===== config.mk =====
export PLATFORM = sky130hd
export DESIGN_NAME = latch_bank_write_ctrl_flat
export DESIGN_NICKNAME = d
export VERILOG_FILES = /design/src/rtl/latch_bank_write_ctrl_pkg.sv /design/src/rtl/latch_bank_write_ctrl_if.sv /design/src/rtl/latch_bank_write_ctrl_rr_arbiter.sv /design/src/rtl/latch_bank_write_ctrl.sv /design/src/flat_wrapper.sv
export SDC_FILE = /design/constraint.sdc
export NUM_CORES = 1
export LEC_CHECK = 0
export ABC_AREA = 1
export CAP_MARGIN = 15
export CORE_MARGIN = 4
export CORE_UTILIZATION = 41
export DETAILED_ROUTE_END_ITERATION = 8
export PLACE_DENSITY_LB_ADDON = 0.12
export SYNTH_ARGS = -nofsm -noshare
export SYNTH_HDL_FRONTEND = slang
export SYNTH_SLANG_ARGS = --single-unit

===== constraint.sdc =====
create_clock -name clk -period 1.99 [get_ports clk]
set_clock_uncertainty 0.2 [all_clocks]
set_input_delay 0.398 -clock clk [delete_from_list [all_inputs] [get_ports clk]]
set_output_delay 0.398 -clock clk [all_outputs]
set_load 0.02 [all_outputs]

===== src/rtl/latch_bank_write_ctrl_pkg.sv =====
// Shared definitions for the latch-bank write controller family.
//   state_t     : controller FSM states
//   CNT_W       : width of the phase down-counter
//   addr_width  : clog2-based index width (never less than 1 bit)
package latch_ctrl_pkg;

    typedef enum logic [2:0] {
        IDLE  = 3'd0,
        SETUP = 3'd1,
        OPEN  = 3'd2,
        HOLD  = 3'd3,
        DONE  = 3'd4
    } state_t;

    localparam int CNT_W = 4;

    function automatic int addr_width(input int n);
        return (n > 1) ? $clog2(n) : 1;
    endfunction

endpackage


===== src/rtl/latch_bank_write_ctrl_if.sv =====
// Requester/latch-bank bus of the latch-bank write controller.
//   req       : per-requester write request (level)
//   req_addr  : packed target latch indices, requester i at [i*AW +: AW]
//   req_data  : packed write data, requester i at [i*WIDTH +: WIDTH]
//   ack       : one-hot completion pulse
//   err       : completion pulse flagging an out-of-range address
//   latch_d   : shared D bus to every latch
//   latch_c   : one-hot latch control vector
//   busy      : controller not idle
// master = requester/bench side, slave = controller side.
interface latch_bank_write_ctrl_if #(
    parameter int NREQ   = 4,
    parameter int WIDTH  = 8,
    parameter int NLATCH = 8
);
    localparam int AW = latch_ctrl_pkg::addr_width(NLATCH);

    logic [NREQ-1:0]       req;
    logic [NREQ*AW-1:0]    req_addr;
    logic [NREQ*WIDTH-1:0] req_data;
    logic [NREQ-1:0]       ack;
    logic                  err;
    logic [WIDTH-1:0]      latch_d;
    logic [NLATCH-1:0]     latch_c;
    logic                  busy;

    modport master (
        output req, req_addr, req_data,
        input  ack, err, latch_d, latch_c, busy
    );

    modport slave (
        input  req, req_addr, req_data,
        output ack, err, latch_d, latch_c, busy
    );

endinterface


===== src/rtl/latch_bank_write_ctrl_rr_arbiter.sv =====
// Combinational round-robin arbiter.
//   req   : request vector
//   ptr   : index of the highest-priority requester
//   gnt   : one-hot grant of the first set request at or after ptr
//   valid : any request set
module rr_arbiter
    import latch_ctrl_pkg::*;
#(
    parameter int NREQ = 4,
    localparam int PW  = addr_width(NREQ)
) (
    input  logic [NREQ-1:0] req,
    input  logic [PW-1:0]   ptr,
    output logic [NREQ-1:0] gnt,
    output logic            valid
);

    int w_idx;

    // Walk the requesters in priority order; the inner loop keeps every
    // vector access at a constant index.
    always_comb begin
        gnt   = '0;
        valid = 1'b0;
        w_idx = 0;
        for (int k = 0; k < NREQ; k++) begin
            w_idx = int'(ptr) + k;
            if (w_idx >= NREQ) begin
                w_idx = w_idx - NREQ;
            end
            for (int j = 0; j < NREQ; j++) begin
                if (!valid && (j == w_idx) && req[j]) begin
                    gnt[j] = 1'b1;
                    valid  = 1'b1;
                end
            end
        end
    end

endmodule


===== src/rtl/latch_bank_write_ctrl.sv =====
// Write sequencer for a bank of level-sensitive D latches sharing one D bus.
// Arbitrates requesters round-robin, then drives D through setup, open and
// hold phases so D is stable whenever any latch C input is high.
//   clk    : rising-edge clock
//   rst_n  : asynchronous active-low reset
//   bus    : requester side (req/addr/data/ack/err/busy) and latch side
//            (latch_d, latch_c); all outputs come straight from flops.
//
// state | meaning
// ------+----------------------------------------------------------
// IDLE  | waiting for a request; winner captured on the leaving edge
// SETUP | D driven, all C low, SETUP_CYCLES long
// OPEN  | C[addr] high (none if addr out of range), OPEN_CYCLES long
// HOLD  | D held, all C low, HOLD_CYCLES long
// DONE  | one cycle: ack[grant] (and err) pulse, pointer advances
module latch_bank_write_ctrl
    import latch_ctrl_pkg::*;
#(
    parameter int NREQ         = 4,
    parameter int WIDTH        = 8,
    parameter int NLATCH       = 8,
    parameter int SETUP_CYCLES = 1,
    parameter int OPEN_CYCLES  = 1,
    parameter int HOLD_CYCLES  = 1
) (
    input  logic                    clk,
    input  logic                    rst_n,
    latch_bank_write_ctrl_if.slave  bus
);

    localparam int AW = addr_width(NLATCH);
    localparam int PW = addr_width(NREQ);

    localparam logic [CNT_W-1:0] SETUP_LOAD = CNT_W'(SETUP_CYCLES - 1);
    localparam logic [CNT_W-1:0] OPEN_LOAD  = CNT_W'(OPEN_CYCLES - 1);
    localparam logic [CNT_W-1:0] HOLD_LOAD  = CNT_W'(HOLD_CYCLES - 1);
    localparam logic [AW:0]      NL_LIMIT   = (AW + 1)'(NLATCH);

    state_t             r_state;
    state_t             w_state_nxt;
    logic [CNT_W-1:0]   r_cnt;
    logic [CNT_W-1:0]   w_cnt_nxt;
    logic [PW-1:0]      r_ptr;
    logic [PW-1:0]      w_ptr_nxt;
    logic [NREQ-1:0]    r_gnt;
    logic [PW-1:0]      r_gidx;
    logic [AW-1:0]      r_addr;
    logic [WIDTH-1:0]   r_latch_d;
    logic [NLATCH-1:0]  r_latch_c;
    logic [NREQ-1:0]    r_ack;
    logic               r_err;
    logic               r_busy;

    logic [NREQ-1:0]    w_gnt;
    logic               w_valid;
    logic               w_capture;
    logic [PW-1:0]      w_gidx;
    logic [AW-1:0]      w_addr;
    logic [WIDTH-1:0]   w_data;
    logic [NLATCH-1:0]  w_dec;
    logic               w_oor;

    rr_arbiter #(
        .NREQ (NREQ)
    ) u_arb (
        .req   (bus.req),
        .ptr   (r_ptr),
        .gnt   (w_gnt),
        .valid (w_valid)
    );

    assign w_capture = (r_state == IDLE) && w_valid;

    // Select the winner's index, address and data (one-hot AND-OR mux).
    always_comb begin
        w_gidx = '0;
        w_addr = '0;
        w_data = '0;
        for (int j = 0; j < NREQ; j++) begin
            if (w_gnt[j]) begin
                w_gidx = PW'(j);
                w_addr = bus.req_addr[j*AW +: AW];
                w_data = bus.req_data[j*WIDTH +: WIDTH];
            end
        end
    end

    // An out-of-range address decodes to no bit at all, so C stays low.
    always_comb begin
        w_dec = '0;
        for (int i = 0; i < NLATCH; i++) begin
            w_dec[i] = (r_addr == AW'(i));
        end
    end

    assign w_oor     = ({1'b0, r_addr} >= NL_LIMIT);
    assign w_ptr_nxt = (r_gidx == PW'(NREQ - 1)) ? '0 : r_gidx + PW'(1);

    always_comb begin
        w_state_nxt = r_state;
        w_cnt_nxt   = r_cnt;
        case (r_state)
            IDLE: begin
                if (w_valid) begin
                    w_state_nxt = SETUP;
                    w_cnt_nxt   = SETUP_LOAD;
                end
            end
            SETUP: begin
                if (r_cnt == '0) begin
                    w_state_nxt = OPEN;
                    w_cnt_nxt   = OPEN_LOAD;
                end else begin
                    w_cnt_nxt = r_cnt - CNT_W'(1);
                end
            end
            OPEN: begin
                if (r_cnt == '0) begin
                    w_state_nxt = HOLD;
                    w_cnt_nxt   = HOLD_LOAD;
                end else begin
                    w_cnt_nxt = r_cnt - CNT_W'(1);
                end
            end
            HOLD: begin
                if (r_cnt == '0) begin
                    w_state_nxt = DONE;
                    w_cnt_nxt   = '0;
                end else begin
                    w_cnt_nxt = r_cnt - CNT_W'(1);
                end
            end
            DONE: begin
                w_state_nxt = IDLE;
            end
            default: begin
                w_state_nxt = IDLE;
                w_cnt_nxt   = '0;
            end
        endcase
    end

    // Outputs are computed from the next state so each one is a plain flop
    // that is already valid in the cycle its state is entered.
    always_ff @(posedge clk or negedge rst_n) begin
        if (!rst_n) begin
            r_state   <= IDLE;
            r_cnt     <= '0;
            r_ptr     <= '0;
            r_gnt     <= '0;
            r_gidx    <= '0;
            r_addr    <= '0;
            r_latch_d <= '0;
            r_latch_c <= '0;
            r_ack     <= '0;
            r_err     <= 1'b0;
            r_busy    <= 1'b0;
        end else begin
            r_state   <= w_state_nxt;
            r_cnt     <= w_cnt_nxt;
            r_busy    <= (w_state_nxt != IDLE);
            r_latch_c <= (w_state_nxt == OPEN) ? w_dec : '0;
            r_ack     <= (w_state_nxt == DONE) ? r_gnt : '0;
            r_err     <= (w_state_nxt == DONE) && w_oor;
            if (w_capture) begin
                r_gnt     <= w_gnt;
                r_gidx    <= w_gidx;
                r_addr    <= w_addr;
                r_latch_d <= w_data;
            end
            if (r_state == DONE) begin
                r_ptr <= w_ptr_nxt;
            end
        end
    end

    assign bus.ack     = r_ack;
    assign bus.err     = r_err;
    assign bus.latch_d = r_latch_d;
    assign bus.latch_c = r_latch_c;
    assign bus.busy    = r_busy;

endmodule


===== src/flat_wrapper.sv =====
// flat-port wrapper written by rule: the top's interface ports become plain ports
module latch_bank_write_ctrl_flat import latch_ctrl_pkg::*;
#(
    parameter int NREQ         = 4,
    parameter int WIDTH        = 8,
    parameter int NLATCH       = 8,
    parameter int SETUP_CYCLES = 1,
    parameter int OPEN_CYCLES  = 1,
    parameter int HOLD_CYCLES  = 1
)
  (clk, rst_n, bus_req, bus_req_addr, bus_req_data, bus_ack, bus_err, bus_latch_d, bus_latch_c, bus_busy);
  latch_bank_write_ctrl_if #(.NREQ(NREQ), .WIDTH(WIDTH), .NLATCH(NLATCH)) bus_i ();
  input  logic clk;
  input  logic rst_n;
  input wire logic [$bits(bus_i.req)-1:0] bus_req;
  input wire logic [$bits(bus_i.req_addr)-1:0] bus_req_addr;
  input wire logic [$bits(bus_i.req_data)-1:0] bus_req_data;
  output wire logic [$bits(bus_i.ack)-1:0] bus_ack;
  output wire logic [$bits(bus_i.err)-1:0] bus_err;
  output wire logic [$bits(bus_i.latch_d)-1:0] bus_latch_d;
  output wire logic [$bits(bus_i.latch_c)-1:0] bus_latch_c;
  output wire logic [$bits(bus_i.busy)-1:0] bus_busy;
  assign bus_i.req = bus_req;
  assign bus_i.req_addr = bus_req_addr;
  assign bus_i.req_data = bus_req_data;
  assign bus_ack = bus_i.ack;
  assign bus_err = bus_i.err;
  assign bus_latch_d = bus_i.latch_d;
  assign bus_latch_c = bus_i.latch_c;
  assign bus_busy = bus_i.busy;
  latch_bank_write_ctrl #(.NREQ(NREQ), .WIDTH(WIDTH), .NLATCH(NLATCH), .SETUP_CYCLES(SETUP_CYCLES), .OPEN_CYCLES(OPEN_CYCLES), .HOLD_CYCLES(HOLD_CYCLES)) u_core (.clk(clk), .rst_n(rst_n), .bus(bus_i));
endmodule

==> flow_summary.json <==
{
  "maxCapViolations": 0,
  "cp-end-kind": "flip-flop",
  "crit_path_start_kind": "input pin",
  "clock-sinks": 39,
  "whs_endpoint": "u_core.bus.latch_d[4]",
  "synth-seq-area-share_pct": 45.9,
  "yosysUniqueCellTypes": 25,
  "hold_path_startpoint": "u_core.bus.latch_d[4]",
  "r2r-start": "u_core.r_ptr[1]",
  "yosys_warnings": 0,
  "violations": "setup timing",
  "cp_slowest_cell": "clkdlybuf4s50_1",
  "cts_tree": "yes",
  "finalSetupViolCount": 31,
  "power_frac_seq_pct": 23.4,
  "drc_errors": 0,
  "gr-total-overflow": 0,
  "vdd_ir_drop_max_mv": 0.927,
  "viasPerCell": 4.92,
  "finalHoldViolCount": 0,
  "comb_power_share_pct": 67.4,
  "die_h_um": 80.0,
  "clkLatencyLatePin_ns": 0.29,
  "syn2layout_area_growth_pct": 74.9,
  "path_clk_slew_ns": 0.08,
  "critical-path-top-delay-family": "buffers and inverters",
  "outcome": "complete, but fails checks",
  "pin_count": 72,
  "die_w_um": 80.0,
  "grt_pass1_wl_um": 9480,
  "ys_ff_latch": 39,
  "drv_slew": 0,
  "fin_crit_ns": 2.41,
  "ff2ff_setup_slack_ns": -0.38,
  "arrival_ns": 2.38,
  "first_global_vias": 2149,
  "vias": 2320,
  "finalWeightedCongestion": 0.915,
  "drive_gt1_share_pct": 33.1,
  "place_hpwl_um": 4130,
  "regArea_um2": 978,
  "die_area_um2": 6400,
  "fillers": 372,
  "crit_type": "input pin to flip-flop",
  "hold_depth": 2,
  "startpoint": "bus_req[3]",
  "wl_per_cell_um": 13.4,
  "synth_area_um2": 2120,
  "cp.required_ns": 1.95,
  "leakage_uw": 0.00172,
  "core-area_um2": 4880,
  "first_pass_iters": 4,
  "layout.nets": 455,
  "synth_top_area_cell": "dfrtp_1",
  "switching_power_uw": 2480,
  "reg2regPathDepth": 16,
  "final_antenna_net_count": 0,
  "antenna_found_initial": 0,
  "diodes": 0,
  "grt_max_degree": 40,
  "intPower_uw": 3050,
  "cp_slowest_stage_delay_ns": 0.50,
  "max_freq_ghz": 0.415,
  "cts_buffers": 5,
  "critical_path_buf_inv_count": 4,
  "r2r-end": "u_core.bus.latch_d[6]",
  "synth_top_cell_area_share_pct": 45.9,
  "fin_crit_sh_pct": 121,
  "fin_setup_tns_ns": -10.41,
  "swShare_pct": 44.8,
  "power.density_nw_per_um2": 1490,
  "post-place-cells": 445,
  "crit_chain": "clkdlybuf4s50_1, buf_4, inv_1, nor2_4, nor2_4, nand4_4, nor2_4, nand4_4, nor2_4, nor2_4, clkinvlp_4, nand2_1, nand3_1",
  "power_frac_clock_pct": 9.2,
  "synthTopCellsByArea": "dfrtp_1 46%, nand2_1 14%, nand3_1 12%",
  "drtIter0Drc": 119,
  "rows": 25,
  "clockBufferDepth": 2,
  "finalNonFillerCells": 472,
  "clock-root-buffer": "clkbuf_8",
  "synth_cells": 287,
  "cts_max_level": 2,
  "fin_ws_ns": -0.422,
  "path_max_fanout": 8,
  "multi_input_area_um2": 1250,
  "initial_core_util_pct": 43.5,
  "rsz0062_at_grt": "yes",
  "syn_nets": 338,
  "numPortBuffers": 70,
  "hp-class": "flip-flop to flip-flop",
  "grtUsageTotal_pct": 18.7,
  "synth_area_per_cell_um2": 7.40,
  "crit_top_cell": "nor2_4",
  "final_core_utilization_pct": 76.2,
  "wirelength_um": 6310
}
[worst reg2reg max path: cells and delay by family, from the launching register on]
kind | cells | cell delay [ns]
buffers and inverters | 3 | 0.38
AND/OR/NAND/NOR | 13 | 1.23
flip-flops | 1 | 0.50
[per-layer routing]
layer	track usage (%)	part of all wire [%]
met5	0	0
met4	5.91	1.7
met3	4.06	6.5
met2	32.8	52
met1	22.8	39
[timing repair]
item                                    4_1_cts  5_1_grt
gates resized for setup                      51       41
hold buffers                                  1        0
setup buffers                                 8        8
cloned                                        2        1
endpoints found under the setup margin       31       35
hold endpoints to repair                     39        0
pin swaps                                    15       21
[power by group through the flow]
stage,combinational [uW],clock [uW],sequential [uW]
floorplan,1490,0,1390
global placement,2800,0,1260
detailed placement,2840,0,1260
CTS,3300,519,1270
global route,4040,562,1340
finish,3730,510,1290
[registers in the layout (all words and copies together), names as in the netlist]
name / cells
u_core.bus.busy: 1
u_core.bus.latch_d: 8
u_core.r_gnt: 4
u_core.r_addr: 3
u_core.r_gidx: 2
u_core.r_cnt: 4
u_core.r_ptr: 2
u_core.r_state: 3
u_core.bus.latch_c: 8
u_core.bus.ack: 4
[worst max-delay path by stage]
stage | end | cells after the start
final | u_core.r_gidx[0] | 13
after global routing | u_core.r_gidx[0] | 13
after CTS | u_core.bus.latch_d[2] | 16
after detailed placement | u_core.bus.latch_c[6] | 14
after global placement | u_core.bus.latch_c[2] | 14
after floorplan | u_core.bus.latch_d[5] | 14
[cell usage after synthesis]
master and n:
nand2_2 2, a21boi_0 1, nand3_1 51, nor2_1 32, nor2_4 2, nand3_4 1
nand2_1 80, o211ai_1 1, nand4_2 3, nor2_2 3, buf_4 2, o21ai_1 4
buf_2 6, nand4_1 4, nor3_1 2, ha_1 1, inv_4 1, buf_6 1
o21ai_0 9, o21ai_2 1, conb_1 1, inv_1 35, o31ai_1 2, a21oi_1 3
dfrtp_1 39
[through the flow]
| step | area (um^2) | total power [uW] | worst slack (ns) | hold slack (ns) |
|---|---|---|---|---|
| 4_1_cts | 3510 | 5090 | -0.334 | 0.303 |
| 3_5_place_dp | 3150 | 4100 | -0.793 | 0.268 |
| 3_3_place_gp | 3150 | 4060 | -0.676 | 0.270 |
| 2_1_floorplan | 2150 | 2880 | -0.139 | -0.0976 |
| 6_report | 3720 | 5530 | -0.422 | 0.300 |
| 5_1_grt | 3720 | 5940 | -0.530 | 0.333 |
[layout by cell type (no fill, tap or decap), types with 2 or more instances in the layout]
| cell | synthesis | layout |
|---|---|---|
| nand3_2 | 0 | 13 |
| nor3_2 | 0 | 2 |
| nor2_1 | 32 | 22 |
| buf_12 | 0 | 5 |
| nand3_4 | 1 | 2 |
| clkinvlp_4 | 0 | 2 |
| dfrtp_2 | 0 | 2 |
| nor2_2 | 3 | 8 |
| inv_2 | 0 | 2 |
| nand4_1 | 4 | 4 |
| clkbuf_8 | 0 | 5 |
| dlygate4sd2_1 | 0 | 3 |
| buf_4 | 2 | 36 |
| clkdlybuf4s50_1 | 0 | 66 |
| clkbuf_16 | 0 | 2 |
| o21ai_2 | 1 | 5 |
| nor2_4 | 2 | 7 |
| buf_6 | 1 | 4 |
| nand2_2 | 2 | 24 |
| nand2_4 | 0 | 4 |
| nand4_4 | 0 | 3 |
| o21ai_1 | 4 | 3 |
| nand3_1 | 51 | 37 |
| dfrtp_1 | 39 | 37 |
| o21ai_0 | 9 | 5 |
| a21oi_1 | 3 | 2 |
| nand2_1 | 80 | 54 |
| inv_1 | 35 | 32 |
[layout make-up]
cell class | instances | share of cell area (%)
clock inverters | 2 | 0.337
multi-input cells | 203 | 33.7
flip-flops and latches | 39 | 26.3
repair buffers | 118 | 31.4
well taps | 67 | 2.26
inverters | 36 | 3.84
clock buffers | 6 | 1.95
repair inverters | 1 | 0.202
[kinds of logic (layout without fill, tap and decap cells)]
logic type                 count (synthesis)  count (layout)  share of synthesized area, %
and+or+nand+nor                          180             180                          38.6
AOI/OAI and AO/OA                         21              21                          5.59
adders and majority gates                  1               1                         0.589
DFF                                       39              39                          45.9
buffers and inverters                     45             163                          9.13
other                                      1               1                         0.177
Power figures use the tool's default switching activity.
